[config.mk]
export PLATFORM = sky130hd
export DESIGN_NAME = result_uart_tx
export DESIGN_NICKNAME = d
export VERILOG_FILES = /design/src/rtl/result_uart_pkg.sv /design/src/rtl/result_uart_tx_fifo.sv /design/src/rtl/result_uart_tx.sv
export SDC_FILE = /design/constraint.sdc
export NUM_CORES = 1
export LEC_CHECK = 0
export BUFFER_PORTS_ARGS = -buffer_cell sky130_fd_sc_hd__buf_2
export CORE_MARGIN = 2
export CORE_UTILIZATION = 60
export CTS_BUF_LIST = sky130_fd_sc_hd__clkbuf_4
export CTS_CLUSTER_DIAMETER = 30
export DETAILED_ROUTE_END_ITERATION = 16
export PLACE_DENSITY = 0.78
export SYNTH_ARGS = -nofsm -noshare
export SYNTH_HDL_FRONTEND = slang
export SYNTH_HIERARCHICAL = 1
export SYNTH_SLANG_ARGS = --single-unit
[constraint.sdc]
create_clock -name clk -period 3.25 [get_ports clk]
set_input_delay 0.1625 -clock clk [delete_from_list [all_inputs] [get_ports clk]]
set_output_delay 0.1625 -clock clk [all_outputs]
set_load 0.03 [all_outputs]
[src/rtl/result_uart_pkg.sv]
// Shared types and constants for the benchmark-result UART transmitter.
package result_uart_pkg;

    typedef enum logic [1:0] {
        IDLE,
        START,
        DATA,
        STOP
    } uart_state_t;

    localparam logic [4:0] TAG_PREFIX = 5'b10100;
    localparam int         ENTRY_W    = 11;

    // Tag frame identifies which wrapper output the following data byte came from.
    function automatic logic [7:0] tag_byte(input logic [2:0] sel_code);
        return {TAG_PREFIX, sel_code};
    endfunction

endpackage

[src/rtl/result_uart_tx_fifo.sv]
// Small synchronous FIFO of {sel,data} entries; wrap-bit pointers give full/empty.
module result_fifo #(
    parameter int WIDTH = 11,
    parameter int DEPTH = 4
) (
    input  logic             clk,
    input  logic             reset_n,
    input  logic             i_push,
    input  logic [WIDTH-1:0] i_data,
    input  logic             i_pop,
    output logic [WIDTH-1:0] o_data,
    output logic             o_full,
    output logic             o_empty
);

    localparam int             AW      = $clog2(DEPTH);
    localparam logic [AW:0]    PTR_ONE = (AW + 1)'(1);

    logic [AW:0]      r_wr_ptr;
    logic [AW:0]      r_rd_ptr;
    logic [WIDTH-1:0] r_mem [DEPTH];
    logic             w_do_push;
    logic             w_do_pop;

    assign o_empty   = (r_wr_ptr == r_rd_ptr);
    assign o_full    = (r_wr_ptr[AW] != r_rd_ptr[AW]) &&
                       (r_wr_ptr[AW-1:0] == r_rd_ptr[AW-1:0]);
    assign w_do_pop  = i_pop & ~o_empty;
    // A full FIFO can still take a push when a slot is freed on the same clock.
    assign w_do_push = i_push & (~o_full | w_do_pop);
    assign o_data    = r_mem[r_rd_ptr[AW-1:0]];

    always_ff @(posedge clk or negedge reset_n) begin
        if (!reset_n) begin
            r_wr_ptr <= '0;
            r_rd_ptr <= '0;
        end else begin
            if (w_do_push) r_wr_ptr <= r_wr_ptr + PTR_ONE;
            if (w_do_pop)  r_rd_ptr <= r_rd_ptr + PTR_ONE;
        end
    end

    always_ff @(posedge clk) begin
        if (w_do_push) r_mem[r_wr_ptr[AW-1:0]] <= i_data;
    end

endmodule

[src/rtl/result_uart_tx.sv]
// Captures {sel,data_in} pairs on request or change and sends each as a tag
// frame followed by a data frame, 8N1, on a single UART line.
module result_uart_tx
    import result_uart_pkg::*;
#(
    parameter int CLKS_PER_BIT   = 16,
    parameter int FIFO_DEPTH     = 4,
    parameter int SEND_ON_CHANGE = 1
) (
    input  logic       clk,
    input  logic       reset_n,
    input  logic [2:0] sel,
    input  logic [7:0] data_in,
    input  logic       send,
    output logic       tx,
    output logic       busy,
    output logic       fifo_full,
    output logic       overflow
);

    localparam int            BW        = $clog2(CLKS_PER_BIT);
    localparam logic [BW-1:0] BAUD_MAX  = BW'(CLKS_PER_BIT - 1);
    localparam logic [BW-1:0] BAUD_ONE  = BW'(1);
    localparam logic          CHANGE_EN = (SEND_ON_CHANGE != 0);

    uart_state_t        r_state;
    uart_state_t        w_state_nx;
    logic [BW-1:0]      r_baud_cnt;
    logic [BW-1:0]      w_baud_nx;
    logic [2:0]         r_bit_idx;
    logic [2:0]         w_bit_nx;
    logic               r_byte_idx;
    logic               w_byte_nx;
    logic [ENTRY_W-1:0] r_entry;
    logic [ENTRY_W-1:0] w_entry_nx;
    logic               r_tx;
    logic               w_tx_nx;
    logic               r_busy;
    logic [2:0]         r_prev_sel;
    logic [7:0]         r_prev_data;
    logic               r_primed;
    logic               r_overflow;

    logic               w_change;
    logic               w_push_req;
    logic               w_push_ok;
    logic               w_pop;
    logic               w_baud_done;
    logic               w_fifo_full;
    logic               w_fifo_empty;
    logic [ENTRY_W-1:0] w_fifo_data;
    logic [7:0]         w_byte_sel;

    assign w_change   = r_primed & CHANGE_EN &
                        ((sel != r_prev_sel) | (data_in != r_prev_data));
    assign w_push_req = send | w_change;
    assign w_push_ok  = w_push_req & (~w_fifo_full | w_pop);

    result_fifo #(
        .WIDTH(ENTRY_W),
        .DEPTH(FIFO_DEPTH)
    ) u_fifo (
        .clk     (clk),
        .reset_n (reset_n),
        .i_push  (w_push_ok),
        .i_data  ({sel, data_in}),
        .i_pop   (w_pop),
        .o_data  (w_fifo_data),
        .o_full  (w_fifo_full),
        .o_empty (w_fifo_empty)
    );

    // First clock after reset only primes the history, so reset release never looks like a change.
    always_ff @(posedge clk or negedge reset_n) begin
        if (!reset_n) begin
            r_prev_sel  <= '0;
            r_prev_data <= '0;
            r_primed    <= 1'b0;
            r_overflow  <= 1'b0;
        end else begin
            r_prev_sel  <= sel;
            r_prev_data <= data_in;
            r_primed    <= 1'b1;
            if (w_push_req && !w_push_ok) r_overflow <= 1'b1;
        end
    end

    always_comb begin
        w_state_nx  = r_state;
        w_baud_nx   = r_baud_cnt;
        w_bit_nx    = r_bit_idx;
        w_byte_nx   = r_byte_idx;
        w_entry_nx  = r_entry;
        w_pop       = 1'b0;
        w_baud_done = (r_baud_cnt == BAUD_MAX);
        case (r_state)
            IDLE: begin
                if (!w_fifo_empty) begin
                    w_pop      = 1'b1;
                    w_state_nx = START;
                    w_baud_nx  = '0;
                    w_byte_nx  = 1'b0;
                    w_entry_nx = w_fifo_data;
                end
            end
            START: begin
                if (w_baud_done) begin
                    w_state_nx = DATA;
                    w_baud_nx  = '0;
                    w_bit_nx   = 3'd0;
                end else begin
                    w_baud_nx = r_baud_cnt + BAUD_ONE;
                end
            end
            DATA: begin
                if (w_baud_done) begin
                    w_baud_nx = '0;
                    if (r_bit_idx == 3'd7) w_state_nx = STOP;
                    else                   w_bit_nx   = r_bit_idx + 3'd1;
                end else begin
                    w_baud_nx = r_baud_cnt + BAUD_ONE;
                end
            end
            STOP: begin
                if (w_baud_done) begin
                    w_baud_nx = '0;
                    if (!r_byte_idx) begin
                        w_state_nx = START;
                        w_byte_nx  = 1'b1;
                    end else begin
                        w_state_nx = IDLE;
                    end
                end else begin
                    w_baud_nx = r_baud_cnt + BAUD_ONE;
                end
            end
            default: w_state_nx = IDLE;
        endcase
    end

    // Line level is computed from the next state so tx and busy are clean registered outputs.
    always_comb begin
        w_byte_sel = w_byte_nx ? w_entry_nx[7:0] : tag_byte(w_entry_nx[10:8]);
        case (w_state_nx)
            START:   w_tx_nx = 1'b0;
            DATA:    w_tx_nx = w_byte_sel[w_bit_nx];
            default: w_tx_nx = 1'b1;
        endcase
    end

    always_ff @(posedge clk or negedge reset_n) begin
        if (!reset_n) begin
            r_state    <= IDLE;
            r_baud_cnt <= '0;
            r_bit_idx  <= '0;
            r_byte_idx <= 1'b0;
            r_entry    <= '0;
            r_tx       <= 1'b1;
            r_busy     <= 1'b0;
        end else begin
            r_state    <= w_state_nx;
            r_baud_cnt <= w_baud_nx;
            r_bit_idx  <= w_bit_nx;
            r_byte_idx <= w_byte_nx;
            r_entry    <= w_entry_nx;
            r_tx       <= w_tx_nx;
            r_busy     <= (w_state_nx != IDLE);
        end
    end

    assign tx        = r_tx;
    assign busy      = r_busy;
    assign fifo_full = w_fifo_full;
    assign overflow  = r_overflow;

endmodule

==> results.py, run 1 <==
metrics = {
    "power_and_ir_drop": {
        "clkPwrFrac": 0.165,
        "p_total_mw": 3.881,
        "internal-power_mw": 2.490,
        "peakVddDrop_mv": 0.5637,
        "comb_power_share": 0.404,
        "powerDensity_nw_per_um2": 909.5,
        "pwr-share-seq": 0.432,
        "swShare": 0.3583,
        "p_leak_nw": 1.693,
        "power.switching_mw": 1.391,
    },
    "drt": {
        "drc": 0,
        "wl_per_cell_um": 16.88,
        "via_count": 2185,
        "antenna_left": 0,
        "routed_wl_um": 6399,
        "first_pass_iters": 4,
        "viasPerCell": 5.765,
        "drt_iter0_drc": 142,
    },
    "global_routing": {
        "grt_max_degree": 43,
        "grt_pass1_wl_um": 10840,
        "grt_overflow": 0,
        "grt_pass1_vias": 2220,
        "grt_usage": 0.2045,
        "antenna_found_initial": 0,
    },
    "place": {
        "hpwl_um": 4254,
        "io_buffers": 17,
        "place_congestion": 0.8035,
    },
    "sta": {
        "setup_viol": 0,
        "max_freq_mhz": 367.1,
        "maxSlewViolCount": 0,
        "fin_crit_sh": 0.8381,
        "slew_headroom": 0.3621,
        "finalSetupTns_ns": 0,
        "hold_violations": 0,
        "rsz0062_at_grt": "no",
        "worst_pin_slew_ns": 0.9568,
        "fin_worst_skew_ns": 0.02289,
        "fin_crit_ns": 2.724,
    },
    "logic_synthesis": {
        "synthMuxAreaShare": 0.1057,
        "synthCells": 263,
        "postSynthAreaPerCell_sq_um": 14.54,
        "synth-simple-area-share": 0.08835,
        "synth-async-reset-ratio": 0.4884,
        "syn_area_sq_um": 3824,
        "synth-xor-area-share": 0.03894,
        "synth_cell_types": 58,
        "yosys_warnings": 6,
        "syn_nets": 289,
        "synth_edf_count": 44,
        "synth-seq-cells": 86,
        "synthAdderAreaFrac": 0.03927,
        "synth_compound_area_frac": 0.07984,
        "synth_seq_area_share": 0.6207,
        "synth_top_family_by_area": "multiplexers",
        "synthFlopType": "edfxtp_1",
    },
    "clock_network": {
        "cts_setup_buffers": 0,
        "h-tree-depth": 3,
        "tritoncts": "yes",
        "clock_latency_ns": 0.44,
        "clockRootBuffer": "clkbuf_4",
        "clock-sinks": 86,
        "cts_max_path_buffers": 2,
        "cts.clk_slew.worst_paths_ns": 0.15,
        "cts_inserted_buffers": 9,
    },
    "job": {
        "max_cap_viol_count": 0,
    },
    "final_layout": {
        "mostFrequentLayoutCells": "edfxtp_1, dfrtp_1, buf_2, xor2_1",
        "finalNetCount": 323,
        "fin_util": 0.6836,
        "diodes": 0,
        "final_common_cell": "edfxtp_1",
        "multiInputGateArea_sq_um": 1350,
        "fillers": 420,
        "final-seq-area_sq_um": 2374,
        "drive_above_1_share": 0.2483,
        "syn_to_final_growth_pct": 11.58,
    },
    "outcome": {
        "status": "completed",
    },
    "worst_setup_path": {
        "rrSetupSlack_ns": 0.53,
        "crit_fanout": 14,
        "crit_type": "flop to flop",
        "cp-start-kind": "flop",
        "r2r-start": "u_fifo/r_wr_ptr[0]",
        "crit_required_ns": 3.37,
        "worst_setup_path_end_kind": "flop",
        "crit_path_start": "u_fifo/r_wr_ptr[0]",
        "cp.arrival_ns": 2.84,
    },
    "floorplan": {
        "die_y_um": 83.83,
        "fp.dieW_um": 83.83,
        "die-area_sq_um": 7027,
        "initial_core_util": 0.6127,
        "io_pins": 18,
        "placeableCoreArea_sq_um": 6241,
        "rows": 29,
    },
    "min_path": {
        "holdCritStartpoint": "send",
        "hold_path_class": "input pin to flop",
    },
}
worst max-delay path, cell delays in order, from the launching register on:
cell      delay (ns)
dfrtp_1         0.44
xor2_1          0.15
buf_4           0.16
nor3_1          0.21
nand2b_4        0.29
inv_1           0.17
or4_1           0.57
and3_1          0.41
metrics by stage:
stage | instance area (sq um) | worst slack, ns | hold slack (ns) | std cells
final | 4267 | 0.5261 | 0.05605 | 379
after global routing | 4267 | 0.2939 | 0.09135 | 379
after CTS | 4267 | 0.5180 | 0.03326 | 379
after detailed placement | 3988 | 0.5482 | 0.3404 | 351
after global placement | 3988 | 0.6110 | 0.3421 | 351
after floorplan | 3824 | 0.3563 | -0.1331 | 263
cells by family after synthesis:
logic type,after synthesis
AO/OA/AOI/OAI,40
XOR/XNOR,17
adder cells (fa/ha/maj),12
buffers and inverters,23
flip-flops,86
multiplexers,25
other,1
AND/OR/NAND/NOR,59
flip-flops by register name, indices dropped and copies added, names as in the netlist:
register,cells
r_primed,1
overflow,1
r_state,2
u_fifo/r_rd_ptr,3
r_entry,11
r_bit_idx,3
tx,1
u_fifo/r_mem,44
busy,1
r_prev_sel,3
r_byte_idx,1
r_prev_data,8
r_baud_cnt,4
u_fifo/r_wr_ptr,3
synthesized netlist by cell type (2+ instances only):
cell type | count | area share
edfxtp_1 | 44 | 0.35
dfrtp_1 | 41 | 0.27
xor2_1 | 14 | 0.032
mux2_2 | 13 | 0.038
nor2_1 | 13 | 0.013
ha_1 | 12 | 0.039
nand2_1 | 12 | 0.012
mux4_2 | 11 | 0.065
inv_1 | 10 | 0.0098
nor3_1 | 8 | 0.010
buf_2 | 5 | 0.0065
clkbuf_1 | 5 | 0.0049
o21ai_0 | 5 | 0.0065
a21oi_1 | 3 | 0.0039
and3_1 | 3 | 0.0049
nand3_1 | 3 | 0.0039
nor4_1 | 3 | 0.0049
o211ai_1 | 3 | 0.0059
o21bai_1 | 3 | 0.0059
o311ai_0 | 3 | 0.0069
o31ai_1 | 3 | 0.0059
o41ai_1 | 3 | 0.0069
xnor2_1 | 3 | 0.0069
and2_1 | 2 | 0.0033
inv_2 | 2 | 0.0020
nand2b_1 | 2 | 0.0033
nor3b_1 | 2 | 0.0039
or4_1 | 2 | 0.0039
what timing repair did:
item	in CTS	in global routing
hold buffers	12	0
gates resized for setup	0	0
hold endpoints to repair	96	0
power by group through the flow:
stage,logic (mW),clock network [mW],registers [mW]
floorplan,1.15,0,1.70
global placement,1.52,0,1.69
detailed placement,1.56,0,1.70
CTS,1.58,0.658,1.68
global route,1.73,0.689,1.71
finish,1.57,0.638,1.68
layer usage:
metal,vias to the layer above,part of all wire,global-route usage,wire [um]
met3,8,0.028,0.03561,180
met1,1074,0.47,0.2857,3033
met2,39,0.48,0.3185,3071
met5,-,0,0,0
li1,1064,-,-,-
met4,0,0.018,0.09384,114
area by class of cell:
cell class	count	share of cell area
Timing Repair Buffer	34	0.05689
Clock inverter	7	0.02141
Sequential cell	86	0.5563
Tap cell	77	0.02258
Inverter	12	0.01056
Multi-Input combinational cell	154	0.3164
Clock buffer	9	0.01584
final timing paths:
| check | end | depth (start not counted) |
|---|---|---|
| worst max register to register | u_fifo/r_mem[2][0] | 7 |
| worst min register to register | r_baud_cnt[3] | 1 |
| worst min-delay path | overflow | 3 |
| worst max-delay path | u_fifo/r_mem[2][0] | 7 |
| min in group asynchronous | r_bit_idx[2] | 2 |
| max in group asynchronous | r_prev_data[5] | 2 |
Power figures use the tool's default switching activity.
==> inputs of run 2 (changes only) <==
ABC_AREA = 1   (was default)
CORE_UTILIZATION = 57   (was 60)
clock period = 2.5 ns   (was 3.25 ns; I/O delays follow)
==> run 2 against run 1 <==
Net effect: sequential power is 28% higher; wire length is 8.7% higher; power is 26% higher; register-to-register slack worse by 0.25 ns; non-clock buffer count is 6 higher; setup slack worse by 0.25 ns; combinational power is 26% higher; area after synthesis is 3.1% higher; flip-flop and latch count stayed put; largest cell class unchanged.
==> results.py, run 2 <==
metrics = {
    "floorplan": {
        "fp.dieW_um": 87.16,
        "die-area_sq_um": 7596,
        "die_y_um": 87.16,
        "rows": 30,
        "placeableCoreArea_sq_um": 6756,
        "initial_core_util": 0.5833,
        "io_pins": 18,
    },
    "logic_synthesis": {
        "syn_nets": 404,
        "synthAdderAreaFrac": 0.03810,
        "synth_edf_count": 44,
        "synthTopCellsByCount": "nand2_1, edfxtp_1, dfrtp_1",
        "synth_seq_area_share": 0.6022,
        "synth-seq-cells": 86,
        "synth-async-reset-ratio": 0.4884,
        "synth_top_family_by_area": "simple AND/OR/NAND/NOR gates",
        "synthCells": 378,
        "postSynthAreaPerCell_sq_um": 10.43,
        "synth_area_leader_cell": "edfxtp_1",
        "synth_top_area_frac": 0.3352,
        "synthMuxAreaShare": 0,
        "syn_area_sq_um": 3941,
        "synth_cell_types": 37,
        "synth-simple-area-share": 0.1756,
        "yosys_warnings": 6,
        "yosysMostFrequentCell": "nand2_1",
        "synthTopCellsByArea": "edfxtp_1, dfrtp_1, nand2_1",
        "synth-xor-area-share": 0.04032,
        "synth_compound_area_frac": 0.08921,
        "synthFlopType": "edfxtp_1",
    },
    "worst_setup_path": {
        "crit_type": "flop to flop",
        "rrSetupSlack_ns": 0.28,
        "cp_cell_sequence": "inv_1 -> nand2_1 -> nand2_1 -> nand3_2 -> inv_1 -> inv_2 -> nand2_2 -> a21boi_0 -> nand2_2 -> nor2_1 -> buf_4",
        "critical-path-max-stage-delay_ns": 0.44,
        "worstReg2RegEnd": "u_fifo/r_mem[0][5]",
        "path_depth": 11,
        "crit_buf_inv": 4,
        "r2r-start": "u_fifo/r_wr_ptr[1]",
        "cp.arrival_ns": 2.36,
        "cp-start-kind": "flop",
        "worst_setup_path_end_kind": "flop",
        "crit_family": "simple AND/OR/NAND/NOR gates",
        "crit_required_ns": 2.64,
        "crit_end": "u_fifo/r_mem[0][5]",
        "cpMaxStageDelayCell": "dfrtp_1",
        "crit_path_start": "u_fifo/r_wr_ptr[1]",
        "r2r_cells": 11,
        "crit_fanout": 11,
    },
    "clock_network": {
        "h-tree-depth": 3,
        "tritoncts": "yes",
        "clockRootBuffer": "clkbuf_4",
        "clock_latency_ns": 0.44,
        "clock-sinks": 86,
        "cts_inserted_buffers": 9,
        "cts_max_path_buffers": 2,
        "cts.clk_slew.worst_paths_ns": 0.15,
    },
    "final_layout": {
        "syn_to_final_growth_pct": 11.97,
        "final_cell_count_no_fill": 506,
        "final_common_cell": "nand2_1",
        "multiInputGateArea_sq_um": 1356,
        "final-seq-area_sq_um": 2374,
        "drive_above_1_share": 0.1690,
        "mostFrequentLayoutCells": "nand2_1, edfxtp_1, dfrtp_1, inv_1, nor2_1",
        "fin_util": 0.6531,
        "stdcell_area_sq_um": 4413,
        "largest_reg_flops": 44,
        "finalNetCount": 447,
        "diodes": 0,
        "fillers": 535,
    },
    "place": {
        "dp.cells": 477,
        "io_buffers": 17,
        "dp_slack_ns": 0.3448,
        "hpwl_um": 4743,
        "place_congestion": 0.8989,
        "placed_cell_area_sq_um": 4155,
    },
    "power_and_ir_drop": {
        "clkPwrFrac": 0.155,
        "p_leak_nw": 2.007,
        "power.switching_mw": 1.988,
        "p_total_mw": 4.878,
        "powerDensity_nw_per_um2": 1105,
        "comb_power_share": 0.406,
        "internal-power_mw": 2.890,
        "peakVddDrop_mv": 0.5852,
        "swShare": 0.4076,
        "pwr-share-seq": 0.440,
    },
    "min_path": {
        "hold_path_class": "input pin to flop",
    },
    "global_routing": {
        "grt_pass1_wl_um": 12110,
        "antenna_found_initial": 0,
        "grt_pass1_vias": 2710,
        "grt_usage": 0.2114,
        "grt_max_degree": 43,
        "grt_overflow": 0,
    },
    "sta": {
        "max_freq_mhz": 450.3,
        "setup_viol": 0,
        "fin_ws_ns": 0.2795,
        "fin_worst_skew_ns": 0.01541,
        "rsz0062_at_grt": "no",
        "hold_slack_ns": 0.06954,
        "maxSlewViolCount": 0,
        "fin_crit_sh": 0.8882,
        "worst_pin_slew_ns": 0.9679,
        "hold_violations": 0,
        "slew_headroom": 0.3547,
        "fin_crit_ns": 2.221,
        "finalSetupTns_ns": 0,
    },
    "drt": {
        "routed_wl_um": 6958,
        "drt_iter0_drc": 102,
        "wl_per_cell_um": 13.75,
        "via_count": 2616,
        "viasPerCell": 5.170,
        "drc": 0,
        "first_pass_iters": 4,
        "antenna_left": 0,
    },
    "outcome": {
        "status": "completed",
    },
    "job": {
        "max_cap_viol_count": 0,
    },
}
[run 2: repair_timing]
item,4_1_cts,5_1_grt
hold buffers,12,0
setup endpoints to repair,0,1
resized for setup,0,0
endpoints found under the hold margin,96,0
setup buffers,0,1
[run 2: area by class of cell]
| type | count | share of cell area |
|---|---|---|
| clock inverter | 7 | 0.01418 |
| multi-input combinational | 240 | 0.3073 |
| inverter | 44 | 0.03743 |
| tap | 80 | 0.02268 |
| sequential | 86 | 0.5379 |
| timing repair buffer | 40 | 0.06521 |
| clock buffer | 9 | 0.01531 |
[run 2: worst min-delay path, cell delays in order]
cell,delay (ns)
buf_2,0.08
a21o_1,0.13
nand3_1,0.09
nand2_1,0.06
[run 2: power groups by stage]
stage	Combinational (mW)	Sequential (mW)	Clock (mW)
2_1_floorplan	1.44	2.16	0
3_3_place_gp	1.89	2.17	0
3_5_place_dp	1.95	2.18	0
4_1_cts	1.98	2.15	0.776
5_1_grt	2.25	2.18	0.836
6_report	1.98	2.15	0.754
[run 2: per-layer routing]
| metal | vias to the layer above | share of wire | GRT usage |
|---|---|---|---|
| met5 | - | 0 | 0 |
| met2 | 54 | 0.52 | 0.3629 |
| met1 | 1220 | 0.44 | 0.2562 |
| met4 | 0 | 0.0055 | 0.08811 |
| met3 | 6 | 0.035 | 0.05024 |
| li1 | 1336 | - | - |
[run 2: kinds of logic after synthesis]
group	after synthesis
compound gates	58
xor+xnor	16
fa+ha+maj	12
buf+inv	52
flops	86
other cells	1
simple gates	153
[run 2: worst min path at each step]
stage	cells after the start	slack, ns	endpoint	startpoint
4_1_cts	4	0.03	overflow	send
5_1_grt	4	0.06	overflow	send
3_5_place_dp	1	0.31	r_prev_data[1]	data_in[1]
6_report	4	0.07	overflow	send
2_1_floorplan	0	-0.17	busy	reset_n
3_3_place_gp	1	0.30	r_prev_sel[1]	sel[1]
==> inputs of run 3 (changes only) <==
CORE_ASPECT_RATIO = 0.7   (was default)
CORE_UTILIZATION = 55   (was 57)
CTS_BUF_LIST = sky130_fd_sc_hd__clkbuf_16   (was sky130_fd_sc_hd__clkbuf_4)
PLACE_DENSITY = 0.75   (was 0.78)
==> run 3 against run 2 <==
Net effect: worst hold slack got worse by 0.023 ns; register-to-register slack got worse by 0.12 ns; combinational power rose by 6%; largest power group unchanged; wire length rose by 19%; non-clock buffer count fell by 2; via count rose by 4.6%; critical endpoint is now u_fifo/r_mem[1][0]; first-iteration DRC count rose to 3.3 times the previous value; critical path depth fell by 5.
==> results.py, run 3 (synthesized netlist as in run 2, its figures left out) <==
metrics = {
    "outcome": {
        "status": "completed",
    },
    "final_layout": {
        "diodes": 0,
        "syn_to_final_growth_pct": 16.03,
        "finalNetCount": 445,
        "largest_reg_flops": 44,
        "stdcell_area_sq_um": 4573,
        "final_common_cell": "nand2_1",
        "drive_above_1_share": 0.1792,
        "mostFrequentLayoutCells": "nand2_1, edfxtp_1, dfrtp_1, inv_1, nor2_1",
    },
    "place": {
        "place_congestion": 0.9352,
        "hpwl_um": 5740,
        "io_buffers": 17,
        "placed_cell_area_sq_um": 4180,
    },
    "drt": {
        "viasPerCell": 5.284,
        "routed_wl_um": 8313,
        "first_pass_iters": 5,
        "wl_per_cell_um": 16.05,
        "via_count": 2737,
        "antenna_left": 0,
        "drt_iter0_drc": 336,
        "drc": 0,
    },
    "worst_setup_path": {
        "crit_top_cell": "nand2_2",
        "crit_required_ns": 2.48,
        "cp_cell_sequence": "inv_1 -> ha_1 -> nand2_2 -> a21boi_0 -> nand2_2 -> nor2_2",
        "crit_fanout": 11,
        "cp-start-kind": "flop",
        "critical-path-max-stage-delay_ns": 0.50,
        "rrSetupSlack_ns": 0.16,
        "cpMaxStageDelayCell": "nor2_2",
        "crit_type": "flop to flop",
        "cp.arrival_ns": 2.32,
        "worst_setup_path_end_kind": "flop",
    },
    "floorplan": {
        "die_y_um": 74.83,
        "io_pins": 18,
        "rows": 25,
        "die-area_sq_um": 7870,
        "fp.dieW_um": 105.2,
        "initial_core_util": 0.5753,
        "placeableCoreArea_sq_um": 6850,
    },
    "power_and_ir_drop": {
        "comb_power_share": 0.378,
        "p_total_mw": 5.513,
        "swShare": 0.3917,
        "pwr-share-seq": 0.394,
        "p_leak_nw": 2.060,
        "power.switching_mw": 2.159,
        "peakVddDrop_mv": 0.6750,
        "internal-power_mw": 3.354,
        "powerDensity_nw_per_um2": 1205,
        "clkPwrFrac": 0.228,
    },
    "job": {
        "max_cap_viol_count": 0,
    },
    "sta": {
        "worst_pin_slew_ns": 0.9604,
        "hold_violations": 0,
        "maxSlewViolCount": 0,
        "hold_slack_ns": 0.04613,
        "slew_headroom": 0.3597,
        "setup_viol": 0,
        "rsz0062_at_grt": "no",
        "max_freq_mhz": 427.6,
        "fin_crit_sh": 0.9355,
        "fin_crit_ns": 2.339,
        "fin_worst_skew_ns": 0.009824,
    },
    "clock_network": {
        "tritoncts": "yes",
        "clock_latency_ns": 0.34,
        "cts_setup_buffers": 0,
        "cts_max_path_buffers": 2,
        "h-tree-depth": 3,
        "cts_inserted_buffers": 9,
        "clockRootBuffer": "clkbuf_16",
        "cts.clk_slew.worst_paths_ns": 0.06,
        "clock-sinks": 86,
    },
    "global_routing": {
        "grt_pass1_vias": 2670,
        "grt_pass1_wl_um": 13410,
        "grt_overflow": 0,
        "antenna_found_initial": 0,
        "grt_max_degree": 43,
        "grt_usage": 0.2323,
    },
    "min_path": {
        "hold_path_class": "input pin to flop",
    },
}
## run 3: cell types whose count changed in the layout (fill, tap and decap cells not counted)
cell | previous run | this run
clkbuf_16 | 0 | 9
clkbuf_4 | 9 | 0
clkinv_2 | 1 | 0
clkinv_4 | 0 | 1
clkinvlp_4 | 0 | 1
dlygate4sd3_1 | 12 | 10
inv_1 | 38 | 39
inv_8 | 2 | 0
nand2_1 | 83 | 82
nand2_2 | 4 | 5
nor2_1 | 29 | 25
nor2_2 | 2 | 6
## run 3: layout make-up
| type | instances | area, sq um |
|---|---|---|
| flip-flops and latches | 86 | 2374 |
| multi-input cells | 240 | 1369 |
| clock inverters | 7 | 55.05 |
| inverters | 44 | 165.2 |
| repair buffers | 38 | 267.8 |
| clock buffers | 9 | 225.2 |
| well taps | 94 | 117.6 |
| fillers | 508 | 2277 |
## run 3: layer usage
layer  vias to the layer above  wire length, um  GRT usage
li1                       1331                -          -
met1                      1290             3924     0.3326
met2                       108             3622     0.3441
met3                         8              643    0.06840
met4                         0              121    0.08296
met5                         -                0          0
## run 3: power groups by stage
stage                     combinational [mW]  clock, mW  sequential (mW)
after detailed placement                1.99          0             2.19
after floorplan                         1.44          0             2.16
final                                   2.09       1.26             2.17
after global placement                  1.95          0             2.17
after CTS                               2.03       1.28             2.17
after global routing                    2.35       1.33             2.21
## run 3: metrics by stage
stage | setup WS, ns | TNS, ns | utilization | cells
after floorplan | -0.04145 | -1.823 | - | 378
after global placement | 0.1227 | 0 | 0.6102 | 492
after detailed placement | 0.002635 | 0 | 0.6102 | 492
after CTS | -0.007106 | -0.07654 | 0.6658 | 518
after global routing | 0.009347 | 0 | 0.6676 | 518
final | 0.1613 | 0 | 0.6676 | 518
## run 3: critical path, delay by kind of cell (launching register included)
| kind | cells | cell delay [ns] |
|---|---|---|
| AND/OR/NAND/NOR | 3 | 0.77 |
| flip-flops | 1 | 0.41 |
| AO/OA/AOI/OAI | 1 | 0.32 |
| adder cells (fa/ha/maj) | 1 | 0.30 |
| buffers and inverters | 1 | 0.16 |
## run 3: repair_timing
item                                   in CTS  in global routing
gates resized for setup                     0                  5
hold buffers                               10                  0
endpoints found under the hold margin      50                  0
setup endpoints to repair                  15                 45
## run 3: path summary, 6_finish.rpt
check	cells past startpoint	end	startpoint
max in group asynchronous	2	r_entry[7]	reset_n
max reg2reg	6	u_fifo/r_mem[1][0]	r_state[1]
max	6	u_fifo/r_mem[1][0]	r_state[1]
min in group asynchronous	2	u_fifo/r_rd_ptr[2]	reset_n
min	2	r_prev_sel[2]	sel[2]
min reg2reg	2	overflow	overflow
